<file path="config.mk">
export PLATFORM = sky130hd
export DESIGN_NAME = tx_mii_pkt_mon_flat
export DESIGN_NICKNAME = d
export VERILOG_FILES = /design/src/rtl/tx_mii_pkt_mon_if.sv /design/src/rtl/tx_mii_pkt_mon.sv /design/src/flat_wrapper.sv
export SDC_FILE = /design/constraint.sdc
export NUM_CORES = 2
export LEC_CHECK = 0
export CORE_AREA = 5 5 508 510
export DETAILED_ROUTE_END_ITERATION = 10
export DIE_AREA = 0 0 513 515
export GPL_TIMING_DRIVEN = 0
export SYNTH_ARGS = -nofsm -noshare
export SYNTH_HDL_FRONTEND = slang
export SYNTH_SLANG_ARGS = --single-unit
</file>
<file path="constraint.sdc">
create_clock -name tclk -period 70.8 [get_ports tclk]
set_input_delay 14.16 -clock tclk [delete_from_list [all_inputs] [get_ports tclk]]
set_output_delay 14.16 -clock tclk [all_outputs]
set_load 0.01 [all_outputs]
</file>
<file path="src/rtl/tx_mii_pkt_mon_if.sv">
// Transmit MII beat bundle: data, per-byte control flags, beat valid and
// alignment-marker qualifier.
interface tx_mii_pkt_mon_if #(
    parameter int PARAM_RATE_OP = 4,
    parameter int INTF_CTL_WD   = 1 << (PARAM_RATE_OP + 3),
    parameter int INTF_DATA_WD  = 1 << (PARAM_RATE_OP + 6)
);
    logic [INTF_DATA_WD-1:0] tx_mii_d;
    logic [INTF_CTL_WD-1:0]  tx_mii_c;
    logic                    tx_mii_vld;
    logic                    tx_mii_am;

    modport master (output tx_mii_d, output tx_mii_c, output tx_mii_vld, output tx_mii_am);
    modport slave  (input  tx_mii_d, input  tx_mii_c, input  tx_mii_vld, input  tx_mii_am);
endinterface

</file>
<file path="src/rtl/tx_mii_pkt_mon.sv">
// Transmit MII packet monitor: tracks start/terminate framing across the words
// of each beat, measures frame length and keeps saturating statistics.
module tx_mii_pkt_mon #(
    parameter int PARAM_RATE_OP = 4,
    parameter int INTF_CTL_WD   = 1 << (PARAM_RATE_OP + 3),
    parameter int INTF_DATA_WD  = 1 << (PARAM_RATE_OP + 6),
    parameter int NW            = INTF_CTL_WD / 8
) (
    input  logic                  tclk,
    input  logic                  rst_n,
    tx_mii_pkt_mon_if.slave       mii,
    input  logic [13:0]           cfg_max_len,
    input  logic                  cfg_clr_stats,
    output logic [$clog2(NW):0]   mon_sop_num,
    output logic [$clog2(NW):0]   mon_eop_num,
    output logic [31:0]           stat_pkt_cnt,
    output logic [31:0]           stat_byte_cnt,
    output logic [31:0]           stat_seq_err_cnt,
    output logic [31:0]           stat_len_err_cnt,
    output logic                  mon_in_pkt
);
    localparam int NUM_WD = $clog2(NW) + 1;

    typedef enum logic {IDLE = 1'b0, IN_PKT = 1'b1} state_t;

    state_t              state_reg, state_next;
    logic [13:0]         len_reg, len_next;
    logic [NUM_WD-1:0]   sop_num_reg, eop_num_reg, sop_sum, eop_sum;
    logic [31:0]         pkt_cnt_reg, byte_cnt_reg, seq_err_cnt_reg, len_err_cnt_reg;
    logic [31:0]         pkt_sum, byte_sum, seq_sum, lerr_sum;
    logic [13:0]         flen;
    logic                beat_ok;

    logic [NW-1:0]       w_start, w_term, w_data;
    logic [2:0]          w_term_lane [NW];

    assign beat_ok = mii.tx_mii_vld && !mii.tx_mii_am;

    // Per-word decode; the lowest lane holding a terminate wins.
    for (genvar gi = 0; gi < NW; gi++) begin : g_word
        logic [7:0]  c_w;
        logic [63:0] d_w;
        logic        term_hit;
        logic [2:0]  term_lane;

        assign c_w = mii.tx_mii_c[8*gi +: 8];
        assign d_w = mii.tx_mii_d[64*gi +: 64];

        always_comb begin
            term_hit  = 1'b0;
            term_lane = 3'd0;
            for (int b = 7; b >= 0; b--) begin
                if (c_w[b] && (d_w[8*b +: 8] == 8'hFD)) begin
                    term_hit  = 1'b1;
                    term_lane = b[2:0];
                end
            end
        end

        assign w_start[gi]     = c_w[0] && (d_w[7:0] == 8'hFB);
        assign w_term[gi]      = term_hit;
        assign w_term_lane[gi] = term_lane;
        assign w_data[gi]      = (c_w == 8'h00);
    end

    function automatic logic [13:0] len_add(input logic [13:0] a, input logic [3:0] b);
        logic [14:0] s;
        s = {1'b0, a} + {11'b0, b};
        return s[14] ? 14'h3FFF : s[13:0];
    endfunction

    function automatic logic [31:0] cnt_add(input logic [31:0] a, input logic [31:0] b);
        logic [32:0] s;
        s = {1'b0, a} + {1'b0, b};
        return s[32] ? 32'hFFFF_FFFF : s[31:0];
    endfunction

    // Walk the words in order; the framing state threads from word to word.
    always_comb begin
        state_next = state_reg;
        len_next   = len_reg;
        sop_sum    = '0;
        eop_sum    = '0;
        pkt_sum    = '0;
        byte_sum   = '0;
        seq_sum    = '0;
        lerr_sum   = '0;
        flen       = '0;
        if (beat_ok) begin
            for (int w = 0; w < NW; w++) begin
                if (w_start[w]) begin
                    sop_sum = sop_sum + NUM_WD'(1);
                    if (state_next == IN_PKT) begin
                        seq_sum = seq_sum + 32'd1;
                    end
                    state_next = IN_PKT;
                    len_next   = '0;
                end else if (w_term[w]) begin
                    eop_sum = eop_sum + NUM_WD'(1);
                    if (state_next == IN_PKT) begin
                        flen = len_add(len_next, {1'b0, w_term_lane[w]});
                        if (flen >= 14'd64 && flen <= cfg_max_len) begin
                            pkt_sum  = pkt_sum + 32'd1;
                            byte_sum = byte_sum + {18'b0, flen};
                        end else begin
                            lerr_sum = lerr_sum + 32'd1;
                        end
                        state_next = IDLE;
                        len_next   = '0;
                    end else begin
                        seq_sum = seq_sum + 32'd1;
                    end
                end else if (w_data[w] && state_next == IN_PKT) begin
                    len_next = len_add(len_next, 4'd8);
                end
            end
        end
    end

    always_ff @(posedge tclk) begin
        if (!rst_n) begin
            state_reg       <= IDLE;
            len_reg         <= '0;
            sop_num_reg     <= '0;
            eop_num_reg     <= '0;
            pkt_cnt_reg     <= '0;
            byte_cnt_reg    <= '0;
            seq_err_cnt_reg <= '0;
            len_err_cnt_reg <= '0;
        end else begin
            state_reg   <= state_next;
            len_reg     <= len_next;
            sop_num_reg <= sop_sum;
            eop_num_reg <= eop_sum;
            if (cfg_clr_stats) begin
                pkt_cnt_reg     <= '0;
                byte_cnt_reg    <= '0;
                seq_err_cnt_reg <= '0;
                len_err_cnt_reg <= '0;
            end else begin
                pkt_cnt_reg     <= cnt_add(pkt_cnt_reg, pkt_sum);
                byte_cnt_reg    <= cnt_add(byte_cnt_reg, byte_sum);
                seq_err_cnt_reg <= cnt_add(seq_err_cnt_reg, seq_sum);
                len_err_cnt_reg <= cnt_add(len_err_cnt_reg, lerr_sum);
            end
        end
    end

    assign mon_sop_num      = sop_num_reg;
    assign mon_eop_num      = eop_num_reg;
    assign stat_pkt_cnt     = pkt_cnt_reg;
    assign stat_byte_cnt    = byte_cnt_reg;
    assign stat_seq_err_cnt = seq_err_cnt_reg;
    assign stat_len_err_cnt = len_err_cnt_reg;
    assign mon_in_pkt       = (state_reg == IN_PKT);
endmodule

</file>
<file path="src/flat_wrapper.sv">
// flat-port wrapper written by rule: the top's interface ports become plain ports
module tx_mii_pkt_mon_flat 
#(
    parameter int PARAM_RATE_OP = 4,
    parameter int INTF_CTL_WD   = 1 << (PARAM_RATE_OP + 3),
    parameter int INTF_DATA_WD  = 1 << (PARAM_RATE_OP + 6),
    parameter int NW            = INTF_CTL_WD / 8
)
  (tclk, rst_n, cfg_max_len, cfg_clr_stats, mon_sop_num, mon_eop_num, stat_pkt_cnt, stat_byte_cnt, stat_seq_err_cnt, stat_len_err_cnt, mon_in_pkt, mii_tx_mii_d, mii_tx_mii_c, mii_tx_mii_vld, mii_tx_mii_am);
  tx_mii_pkt_mon_if #(.PARAM_RATE_OP(PARAM_RATE_OP), .INTF_CTL_WD(INTF_CTL_WD), .INTF_DATA_WD(INTF_DATA_WD)) mii_i ();
  input  logic tclk;
  input  logic rst_n;
  input  logic [13:0] cfg_max_len;
  input  logic cfg_clr_stats;
  output logic [$clog2(NW):0] mon_sop_num;
  output logic [$clog2(NW):0] mon_eop_num;
  output logic [31:0] stat_pkt_cnt;
  output logic [31:0] stat_byte_cnt;
  output logic [31:0] stat_seq_err_cnt;
  output logic [31:0] stat_len_err_cnt;
  output logic mon_in_pkt;
  input wire logic [$bits(mii_i.tx_mii_d)-1:0] mii_tx_mii_d;
  input wire logic [$bits(mii_i.tx_mii_c)-1:0] mii_tx_mii_c;
  input wire logic [$bits(mii_i.tx_mii_vld)-1:0] mii_tx_mii_vld;
  input wire logic [$bits(mii_i.tx_mii_am)-1:0] mii_tx_mii_am;
  assign mii_i.tx_mii_d = mii_tx_mii_d;
  assign mii_i.tx_mii_c = mii_tx_mii_c;
  assign mii_i.tx_mii_vld = mii_tx_mii_vld;
  assign mii_i.tx_mii_am = mii_tx_mii_am;
  tx_mii_pkt_mon #(.PARAM_RATE_OP(PARAM_RATE_OP), .INTF_CTL_WD(INTF_CTL_WD), .INTF_DATA_WD(INTF_DATA_WD), .NW(NW)) u_core (.tclk(tclk), .rst_n(rst_n), .mii(mii_i), .cfg_max_len(cfg_max_len), .cfg_clr_stats(cfg_clr_stats), .mon_sop_num(mon_sop_num), .mon_eop_num(mon_eop_num), .stat_pkt_cnt(stat_pkt_cnt), .stat_byte_cnt(stat_byte_cnt), .stat_seq_err_cnt(stat_seq_err_cnt), .stat_len_err_cnt(stat_len_err_cnt), .mon_in_pkt(mon_in_pkt));
endmodule
</file>
# Word-level counts from Yosys, hierarchy flattened
# Index checks and enable logic that the tools add are counted.
# classes
n_mux,816
n_lt_le_gt_ge,32
n_reduce_logical,196
n_addsub,126
eq_ne,144
bitwise,1
# ops
cell,n
32-bit 2-to-1 mux,319
14-bit 2-to-1 mux,112
"32-bit by 1-bit adder with 32-bit output, second input constant",45
"8-bit equality test, second input constant",144
32-bit by 14-bit adder with 32-bit output,15
3-bit 2-to-1 mux,128
5-bit 2-to-1 mux,76
14-bit by 3-bit adder with 15-bit output,16
"14-bit by 4-bit adder with 15-bit output, second input constant",16
"14-bit by 7-bit greater-or-equal comparator with 1-bit output, second input constant",16
14-bit less-or-equal comparator,16
1-bit 2-to-1 mux,181
1-bit logical AND,177
"5-bit by 1-bit adder with 5-bit output, second input constant",30
32-bit by 32-bit adder with 33-bit output,4
8-bit zero test,16
2-bit AND reduction,1
2-bit OR reduction,1
1-bit zero test,1
1-bit NOT,1
# word_totals
regBits,153
output_inout_bits,139
word_cells,1323

# Logic depth before layout (Yosys ltp)
# depth
ltp_word,111
ltp_mapped,156
ltp_nobuf,146

# Worst setup path after synthesis
# Ideal clock, no wire load.
# synth_path
path_kind,input-to-reg
start,input port mii_tx_mii_d[57]
end,"register u_core.byte_cnt_reg[0], in the netlist u_core.stat_byte_cnt[0]"
path_slack_ps,29702
required_time_ps,70668
path_buffers,10
cell_stages,146
arrival_time_ps,40966
cell_sequence,nand2b_1 -> nor4_2 -> nor4_2 -> buf_2 -> a31oi_2 -> a211oi_2 -> nand3_2 -> buf_2 -> or3_1 -> and2_1 -> nor2_1 -> ha_1 -> buf_1 -> nand3_1 -> o31a_1 -> a21oi_1 -> xnor2_1 -> or3b_1 -> (+110 left out) -> a21oi_1 -> o21ai_0 -> a21oi_1 -> o21ai_0 -> a21oi_1 -> o21ai_0 -> a21oi_1 -> o21ai_0 -> a21oi_1 -> o21ai_0 -> a21oi_1 -> o21ai_0 -> a21oi_1 -> o21ai_0 -> inv_1 -> nand3_1 -> clkbuf_1 -> a21oi_1
# synth_via
elab_chain_cells,111
# synth_lines
item,line_no,rtl
"start, declared",flat_wrapper.sv:22,input wire logic [$bits(mii_i.tx_mii_d)-1:0] mii_tx_mii_d;
8-bit equality test (*),tx_mii_pkt_mon.sv:53,if (c_w[b] && (d_w[8*b +: 8] == 8'hFD)) begin
1-bit logical AND (*),tx_mii_pkt_mon.sv:53,
3-bit 2-to-1 mux (8 in series),tx_mii_pkt_mon.sv:53,
14-bit by 3-bit adder with 15-bit output,tx_mii_pkt_mon.sv:68,"s = {1'b0, a} + {11'b0, b};"
14-bit 2-to-1 mux,tx_mii_pkt_mon.sv:69,return s[14] ? 14'h3FFF : s[13:0];
14-bit by 7-bit greater-or-equal comparator with 1-bit output / 14-bit less-or-equal comparator (equally long branches),tx_mii_pkt_mon.sv:102,if (flen >= 14'd64 && flen <= cfg_max_len) begin
1-bit logical AND,tx_mii_pkt_mon.sv:102,
14-bit 2-to-1 mux,tx_mii_pkt_mon.sv:102,
(+88 left out),-,
32-bit by 14-bit adder with 32-bit output,tx_mii_pkt_mon.sv:104,"byte_sum = byte_sum + {18'b0, flen};"
32-bit 2-to-1 mux,tx_mii_pkt_mon.sv:102,
32-bit 2-to-1 mux,tx_mii_pkt_mon.sv:100,if (state_next == IN_PKT) begin
32-bit 2-to-1 mux,tx_mii_pkt_mon.sv:98,end else if (w_term[w]) begin
32-bit 2-to-1 mux (*),tx_mii_pkt_mon.sv:91,if (w_start[w]) begin
32-bit 2-to-1 mux (*),tx_mii_pkt_mon.sv:89,if (beat_ok) begin
32-bit by 32-bit adder with 33-bit output (*),tx_mii_pkt_mon.sv:74,"s = {1'b0, a} + {1'b0, b};"
32-bit 2-to-1 mux (*),tx_mii_pkt_mon.sv:75,return s[32] ? 32'hFFFF_FFFF : s[31:0];
"end signal, assigned",tx_mii_pkt_mon.sv:142,"byte_cnt_reg <= cnt_add(byte_cnt_reg, byte_sum);"
"end, declared",tx_mii_pkt_mon.sv:29,"logic [31:0] pkt_cnt_reg, byte_cnt_reg, seq_err_cnt_reg, len_err_cnt_reg;"
# Mark *: on every way between the ends. The rest lies on a longest branch, timed or not. The select of a mux whose other input is x is not followed.
# A chain may end at the register's enable or synchronous reset.

# Worst setup path after layout
# layout_path
start,input port mii_tx_mii_d[51]
end,"register u_core.byte_cnt_reg[27], in the netlist u_core.stat_byte_cnt[27]"
# layout_via
elab_chain_cells,110
# layout_lines
item,line_no
8-bit equality test (*),tx_mii_pkt_mon.sv:53
1-bit logical AND (*),tx_mii_pkt_mon.sv:53
3-bit 2-to-1 mux (7 in series),tx_mii_pkt_mon.sv:53
14-bit by 3-bit adder with 15-bit output,tx_mii_pkt_mon.sv:68
14-bit 2-to-1 mux,tx_mii_pkt_mon.sv:69
14-bit by 7-bit greater-or-equal comparator with 1-bit output / 14-bit less-or-equal comparator (equally long branches),tx_mii_pkt_mon.sv:102
1-bit logical AND,tx_mii_pkt_mon.sv:102
14-bit 2-to-1 mux,tx_mii_pkt_mon.sv:102
(+88 left out),-
32-bit by 14-bit adder with 32-bit output,tx_mii_pkt_mon.sv:104
32-bit 2-to-1 mux,tx_mii_pkt_mon.sv:102
32-bit 2-to-1 mux,tx_mii_pkt_mon.sv:100
32-bit 2-to-1 mux,tx_mii_pkt_mon.sv:98
32-bit 2-to-1 mux (*),tx_mii_pkt_mon.sv:91
32-bit 2-to-1 mux (*),tx_mii_pkt_mon.sv:89
32-bit by 32-bit adder with 33-bit output (*),tx_mii_pkt_mon.sv:74
32-bit 2-to-1 mux (*),tx_mii_pkt_mon.sv:75
# Marks and branches as above.

==> flow_summary.toml <==
[clock_tree]
ctsHoldBuffers = 0
post_cts_buffers = 0
cts_root_buffer = "clkbuf_16"
clock_latency_ns = 0.46
htreeDepth = 4
cts_buffer_depth = 2
cts.repair.resized = 0
cts_tree = "yes"
cts_inserted_buffers = 17
cts_sinks = 153
clkTransAtPathRegs_ns = 0.06

[routing]
final_antenna_net_count = 0
drt_iter0_drc = 5346
first_pass_iters = 8
via_count = 62941
totalWireLength_um = 265000
drc = 0
wire_per_inst_um = 21.4
viasPerCell = 5.10

[job]
max_cap_viol_count = 3

[yosys]
seq_area_frac_synth_pct = 5.92
synth_top_area_cell = "ha_1"
synth-seq-cells = 153
async_flop_share_pct = 0
synth_top_area_share_pct = 15.8
synth_cell_types = 145
synth_cells = 7574
synthTopCellsByArea = "ha_1 16%, xnor2_1 7.9%, a21oi_1 7.6%, nand2_1 6.4%, dfxtp_1 5.9%"
syn_avg_cell_area_um2 = 6.83
syn_area_um2 = 51700
yosys_warnings = 0
synth-edff-count = 0
synth_top_flop_cell = "dfxtp_1"

[power]
p_per_area_nw_per_um2 = 5.37
leakage_nw = 28.6
total_power_w = 0.000376
peakVddDrop_mv = 0.0164

[sta]
slew_violations = 24
fmax_ghz = 0.0199
hold_viol = 0
fin_tns_setup_ns = 0
clock_skew_ns = 0.0185
period_minus_slack_ns = 50.22
rsz0062_at_grt = "no"
setup_slack_ns = 20.58
max_slew.worst_pin.slew_ns = 1.51
fin_crit_sh_pct = 70.9
finalSetupViolCount = 0
maxSlewHeadroom_pct = -2.01

[layout]
regArea_um2 = 3060
final_cell_count_no_fill = 12351
multi_input_area_um2 = 46400
final_cell_area_um2 = 70100
layout-drive-gt1-share_pct = 4.54
area_growth_pct = 35.5
fill_cells = 27961
nets = 10816

[setup_path]
critPathRequiredTime_ns = 71.11
cp_common_cell = "a21oi_1"
cp_slowest_cell = "a211oi_2"
crit_type = "in -> reg"
arrival_ns = 50.53
cp-end-kind = "register"
r2r_setup_slack_ns = 35.12
slowest_delay_ns = 0.73
startpoint_type = "input pin"
crit_path_max_fanout = 10

[global_routing]
antenna_found_initial = 23
grt_max_degree = 17
grtUsageTotal_pct = 18.6
grt_pass1_wl_um = 379000
grt_pass1_vias = 60008
grt_overflow = 0

[place]
gp_congestion = 0.950
placed_area_um2 = 69500
dpl.hpwl_um = 229000
post-place-ws_ns = 21.25
io_buffer_count = 1309
placed_cells = 12306

[outcome]
violations = "max-capacitance violations, max-slew violations"
outcome = "finished with violations"

[floorplan]
dieHeight_um = 515
pin_count = 1310
coreArea_um2 = 253000
num_rows = 185
fp.dieW_um = 513
dieArea_um2 = 264000
start_util_pct = 20.4

[hold_path]
holdCritPathClass = "reg -> reg"
[cell families (layout without fill, tap and decap cells)]
group	Yosys count	count (layout)	synth area share (%)
AOI/OAI and AO/OA	2146	2146	26.7
xor gates and xnor gates	639	639	10.8
adders and majority gates	687	687	17.1
buffers and inverters	603	1960	4.85
DFF	153	153	5.92
muxes	149	149	3.11
other	1	55	0.00725
and+or+nand+nor	3196	3196	31.4
[path summary, 6_finish.rpt]
| kind | endpoint | from | depth (start not counted) |
|---|---|---|---|
| hold / removal | u_core.stat_byte_cnt[30] | u_core.stat_byte_cnt[30] | 1 |
| setup reg to reg | u_core.stat_byte_cnt[27] | u_core.len_reg[5] | 145 |
| setup / recovery | u_core.stat_byte_cnt[27] | mii_tx_mii_d[51] | 147 |
| hold reg to reg | u_core.stat_byte_cnt[30] | u_core.stat_byte_cnt[30] | 1 |
[through the flow]
step	util, %	hold slack (ns)
floorplan	-	0.509
global placement	27.3	0.520
detailed placement	27.5	0.523
CTS	27.7	0.538
global route	27.7	0.581
finish	27.7	0.542
[layout make-up]
cell class | instances | area share, %
Antenna cell | 15 | 0.0536
Multi-Input combinational cell | 6857 | 66.2
Clock buffer | 20 | 0.637
Buffer | 204 | 1.44
Timing Repair Buffer | 1327 | 18.9
Clock inverter | 10 | 0.207
Sequential cell | 153 | 4.37
Inverter | 399 | 2.14
Tap cell | 3366 | 6.01
[report_power, final]
part | internal, W | switching, W
clock | 0.0000563 | 0.0000408
sequential | 0.0000882 | 0.00000157
combinational | 0.0000989 | 0.0000905
total | 0.000243 | 0.000133
[routing by layer]
| metal | GRT usage, % | vias to the layer above | share of wire (%) |
|---|---|---|---|
| met5 | 0 | - | 0.0083 |
| met3 | 2.40 | 413 | 6.7 |
| li1 | - | 30695 | - |
| met2 | 32.9 | 2712 | 48 |
| met4 | 7.89 | 4 | 4.7 |
| met1 | 22.7 | 29117 | 41 |
[synth_stat cells, types with 153 or more instances]
cell type / instances
nand4_1: 240
nor4_1: 241
nor2_1: 697
inv_1: 394
xor2_1: 169
o21ai_0: 388
dfxtp_1: 153
nand3_1: 242
a21oi_1: 783
ha_1: 651
xnor2_1: 469
nand2_1: 881
[critical path: cells and delay by family]
| kind | cells | cell delay (ns) |
|---|---|---|
| adders and majority gates | 12 | 3.03 |
| buffers and inverters | 17 | 4.09 |
| AOI/OAI and AO/OA | 64 | 15.80 |
| xor gates and xnor gates | 3 | 0.49 |
| muxes | 3 | 1.32 |
| and+or+nand+nor | 48 | 11.53 |
[cells in the final DEF, fill, tap and decap left out, types with 153 or more instances in the layout]
master	n
dfxtp_1	153
o21ai_0	388
xor2_1	169
nand3_1	242
inv_1	387
nor4_1	236
nand4_1	240
ha_1	651
clkdlybuf4s50_1	1308
a21oi_1	783
nor2_1	697
nand2_1	881
xnor2_1	469
Power figures use the tool's default switching activity.
